$ cat src/rtl/regfile_dump_pkg.sv
// Shared types for the register-file dump engine: FSM state encoding and first-index constants.
package regfile_dump_pkg;

    typedef enum logic [2:0] {
        IDLE,
        LOAD,
        SEND,
        CSUM,
        FIN
    } dump_state_t;

    localparam int unsigned FIRST_IDX_ALL  = 0;
    localparam int unsigned FIRST_IDX_SKIP = 1;

    function automatic int unsigned first_idx(input bit skip_x0);
        return skip_x0 ? FIRST_IDX_SKIP : FIRST_IDX_ALL;
    endfunction

endpackage

$ cat src/rtl/regfile_dump_reader.sv
// Streams the integer register file out as indexed words on a valid/ready port.
// Define DUMP_CSUM_EN to append an XOR checksum word after the last register.
module regfile_dump_reader
    import regfile_dump_pkg::*;
#(
    parameter int unsigned NREGS   = 32,
    parameter int unsigned ADDR_W  = 5,
    parameter int unsigned DATA_W  = 32,
    parameter int unsigned SKIP_X0 = 0
) (
    input  logic              CLK,
    input  logic              RST_N,
    input  logic              START,
    input  logic              ABORT,
    output logic [ADDR_W-1:0] RF_A,
    input  logic [DATA_W-1:0] RF_RD,
    output logic              OUT_VALID,
    input  logic              OUT_READY,
    output logic [DATA_W-1:0] OUT_DATA,
    output logic [ADDR_W-1:0] OUT_IDX,
    output logic              OUT_LAST,
    output logic              BUSY,
    output logic              DONE
);

    localparam logic [ADDR_W-1:0] IDX_FIRST = ADDR_W'(first_idx(SKIP_X0 != 0));
    localparam logic [ADDR_W-1:0] IDX_LAST  = ADDR_W'(NREGS - 1);

    dump_state_t       state_q, state_d;
    logic [ADDR_W-1:0] idx_q, idx_d;
    logic [DATA_W-1:0] data_q, data_d;
    logic [ADDR_W-1:0] oidx_q, oidx_d;
    logic              valid_q, valid_d;
    logic              last_q, last_d;
`ifdef DUMP_CSUM_EN
    logic [DATA_W-1:0] acc_q, acc_d;
`endif

    always_ff @(posedge CLK) begin
        if (!RST_N) begin
            state_q <= IDLE;
            idx_q   <= '0;
            data_q  <= '0;
            oidx_q  <= '0;
            valid_q <= 1'b0;
            last_q  <= 1'b0;
`ifdef DUMP_CSUM_EN
            acc_q   <= '0;
`endif
        end else begin
            state_q <= state_d;
            idx_q   <= idx_d;
            data_q  <= data_d;
            oidx_q  <= oidx_d;
            valid_q <= valid_d;
            last_q  <= last_d;
`ifdef DUMP_CSUM_EN
            acc_q   <= acc_d;
`endif
        end
    end

    always_comb begin
        state_d = state_q;
        idx_d   = idx_q;
        data_d  = data_q;
        oidx_d  = oidx_q;
        valid_d = valid_q;
        last_d  = last_q;
`ifdef DUMP_CSUM_EN
        acc_d   = acc_q;
`endif
        if (ABORT) begin
            state_d = IDLE;
            valid_d = 1'b0;
            last_d  = 1'b0;
        end else begin
            case (state_q)
                IDLE: begin
                    if (START) begin
                        idx_d   = IDX_FIRST;
`ifdef DUMP_CSUM_EN
                        acc_d   = '0;
`endif
                        state_d = LOAD;
                    end
                end
                LOAD: begin
                    data_d  = RF_RD;
                    oidx_d  = idx_q;
                    valid_d = 1'b1;
`ifdef DUMP_CSUM_EN
                    acc_d   = acc_q ^ RF_RD;
                    last_d  = 1'b0;
`else
                    last_d  = (idx_q == IDX_LAST);
`endif
                    state_d = SEND;
                end
                SEND: begin
                    if (OUT_READY) begin
                        valid_d = 1'b0;
                        if (idx_q == IDX_LAST) begin
`ifdef DUMP_CSUM_EN
                            state_d = CSUM;
`else
                            state_d = FIN;
`endif
                        end else begin
                            idx_d   = idx_q + 1'b1;
                            state_d = LOAD;
                        end
                    end
                end
`ifdef DUMP_CSUM_EN
                // First CSUM cycle loads the checksum word; it then waits for its handshake.
                CSUM: begin
                    if (!valid_q) begin
                        data_d  = acc_q;
                        oidx_d  = '0;
                        last_d  = 1'b1;
                        valid_d = 1'b1;
                    end else if (OUT_READY) begin
                        valid_d = 1'b0;
                        state_d = FIN;
                    end
                end
`endif
                FIN: begin
                    last_d  = 1'b0;
                    state_d = IDLE;
                end
                default: state_d = IDLE;
            endcase
        end
    end

    assign RF_A      = idx_q;
    assign OUT_VALID = valid_q;
    assign OUT_DATA  = data_q;
    assign OUT_IDX   = oidx_q;
    assign OUT_LAST  = last_q;
    assign BUSY      = (state_q != IDLE);
    assign DONE      = (state_q == FIN);

endmodule

$ cat config.mk
export PLATFORM = sky130hd
export DESIGN_NAME = regfile_dump_reader
export DESIGN_NICKNAME = d
export VERILOG_FILES = /design/src/rtl/regfile_dump_pkg.sv /design/src/rtl/regfile_dump_reader.sv
export SDC_FILE = /design/constraint.sdc
export NUM_CORES = 1
export LEC_CHECK = 0
export ABC_AREA = 1
export ABC_CLOCK_PERIOD_IN_PS = 2830
export CAP_MARGIN = 0
export CORE_UTILIZATION = 30
export DETAILED_ROUTE_END_ITERATION = 10
export GPL_TIMING_DRIVEN = 0
export REMOVE_ABC_BUFFERS = 1
export SYNTH_ARGS = -nofsm -noshare
export SYNTH_HDL_FRONTEND = slang
export SYNTH_SLANG_ARGS = --single-unit
$ cat constraint.sdc
create_clock -name CLK -period 2.83 [get_ports CLK]
set_input_delay 0.566 -clock CLK [delete_from_list [all_inputs] [get_ports CLK]]
set_output_delay 0.566 -clock CLK [all_outputs]
set_load 0.01 [all_outputs]
==> qor.yml <==
status: "finished clean"
wl_per_cell_um: 10.43
synth_top_family_by_area: "compound AO/OA/AOI/OAI gates"
place_area_mm2: 0.002710
whs_ns: 0.4467
cts_buffer_depth: 2
drc: 0
synthesis.area_mm2: 0.001873
postCtsSetupBuffers: 0
place_ws_ns: 0.05193
nets: 352
p_seq_share_pct: 53.2
clock_power_share_pct: 31.8
area_growth_pct: 49.70
min_to: "OUT_DATA[26]"
h-tree-depth: 2
vdd_ir_drop_max_mv: 0.1928
min_period_ns: 2.037
grt_pass1_wl_mm: 6.334
cts_tree: "built"
finalPower_mw: 1.329
dpl.hpwl_mm: 2.852
gp_congestion: 0.7972
stdcell_count: 389
clk_pin_slew_ns: 0.09
clkLatencyLatePin_ns: 0.30
postCtsHoldBufs: 0
place_inst: 381
comb_power_share_pct: 15.0
rows: 28
firstDrtPassIters: 4
cp_max_fo: 48
synth_compound_gate_area_share_pct: 23.31
worstRegToRegCells: 5
finClkSkew_ns: 0.006815
cp_data_arrival_time_ns: 2.23
fmax_mhz: 490.9
setup_viol: 0
yosys.area.top_type: "dfxtp_1"
hold_violations: 0
die_x_um: 81.02
cts_made_buffers: 5
n_fill_cell: 619
hp-start: "OUT_DATA[26]"
maxCapViolations: 0
period_share_pct: 71.98
ant_nets: 0
required_ns: 3.02
synthCells: 235
min_path_type: "reg2reg"
yosysMostFrequentCell: "inv_1"
grt_max_degree: 49
grt_pass1_vias: 1422
p_sw_mw: 0.3252
routed_wl_mm: 4.058
start_util_pct: 31.45
synth_top_flop_cell: "dfxtp_1"
rsz0062_at_grt: "no"
synth_top_area_share_pct: 50.23
intPower_mw: 1.004
worst_path_max_delay_cell: "nand3_2"
vias: 1684
slowest_delay_ns: 0.46
crit_start: "ABORT"
final_area_mm2: 0.002804
rrSetupSlack_ns: 1.07
finalWorstSetupSlack_ns: 0.7928
slew_viol_final: 0
overflow: 0
antenna_found_initial: 0
setup_tns_ns: 0
cts_resized: 0
ys_types: 19
boundaryPins: 83
synthTopCellsByArea: "dfxtp_1 50%, a21oi_1 11%, inv_1 9.6%, o21ai_1 5.9%, o21ai_0 5.1%"
layout-drive-gt1-share_pct: 6.051
cts_num_sinks: 47
cts-root-buf: "clkbuf_8"
portBuffers: 82
synth-edff-count: 0
synthXorXnorAreaFrac_pct: 0
async_flop_share_pct: 0
ys_warn_count: 0
worstReg2RegStart: "state_q[1]"
synth_adder_area_share_pct: 1.336
yosys.area_share.simple_pct: 10.29
avgSynthCellArea_um2: 7.970
post-route-util_pct: 47.08
track_usage_pct: 12.52
crit_type: "in2reg"
drt-initial-drc-count: 34
start_kind: "input port"
leakage_nw: 1.013
synth_common_cells: "48 x inv_1, 47 x dfxtp_1, 41 x a21oi_1, 22 x o21ai_1, 19 x o21ai_0"
ys_seq_area_share_pct: 50.23
diodes: 0
ys_ff_latch: 47
r2r-end: "OUT_DATA[9]"
slew_headroom_pct: 54.82
hold_depth: 2
seqCellArea_um2: 940.9
endpoint_kind: "flip-flop"
path_cells: "clkdlybuf4s50_1, inv_1, nand3_2, buf_12, o21ai_0, a21oi_1"
vias_per_cell: 4.329
netSwitchingFraction_pct: 24.47
multi_input_area_um2: 654.4
synthMuxAreaShare_pct: 0
die_area_mm2: 0.006563
power.density_mw_per_mm2: 473.9
die_h_um: 81.02
core_area_mm2: 0.005956
tightest_slew_ns: 0.6777
## power by group through the flow
stage / Combinational, mW / Sequential [mW] / Clock, mW
after floorplan: 0.0629 / 0.734 / 0
after global placement: 0.201 / 0.722 / 0
after detailed placement: 0.203 / 0.723 / 0
after CTS: 0.204 / 0.707 / 0.451
after global routing: 0.220 / 0.711 / 0.474
final: 0.199 / 0.707 / 0.423
## routing by layer
| layer | part of all wire, % | vias to the layer above | GRT usage [%] |
|---|---|---|---|
| li1 | - | 911 | - |
| met1 | 45 | 720 | 14.69 |
| met2 | 45 | 49 | 21.09 |
| met3 | 8.4 | 4 | 4.382 |
| met4 | 1.0 | 0 | 4.286 |
| met5 | 0 | - | 0 |
## layout make-up
cell class              count  area share, %
multi-input cells         128          23.34
repair buffers             83          29.81
clock inverters             2         0.5801
inverters                  48          6.426
clock buffers               6          2.945
flip-flops and latches     47          33.56
well taps                  75          3.347
## critical path, delay by kind of cell
| family | cells | cell delay [ns] |
|---|---|---|
| buf+inv | 3 | 0.94 |
| compound gates | 2 | 0.24 |
| simple gates | 1 | 0.46 |
## state kept, by name (all words and copies together), names as in the netlist
name	flops
OUT_DATA	32
OUT_LAST	1
OUT_IDX	5
RF_A	5
OUT_VALID	1
state_q	3
## logic make-up after synthesis
logic type / after synthesis
AO/OA/AOI/OAI: 85
buffers and inverters: 60
flip-flops: 47
AND/OR/NAND/NOR: 41
adder cells (fa/ha/maj): 2
## layout by cell type, fill, tap and decap left out, drive strengths merged
cell,Yosys,routed
inv,48,48
nor2,17,17
dfxtp,47,47
o21ai,42,42
nand3,8,8
buf,8,2
clkdlybuf4s50,0,81
clkbuf,4,6
nand4,1,1
clkinvlp,0,1
a21oi,43,43
ha,2,2
nand2,12,12
clkinv,0,1
nor3b,1,1
nor3,2,2
## worst max-delay path by stage
stage / endpoint / slack (ns) / cells after the start
detailed placement: state_q[0] / 0.05 / 5
finish: OUT_DATA[9] / 0.79 / 6
global placement: OUT_DATA[10] / -0.13 / 5
floorplan: OUT_DATA[10] / 0.88 / 4
CTS: state_q[0] / 0.40 / 5
global route: OUT_DATA[10] / 0.62 / 6
Note: power is estimated with default switching activity, not from simulation.
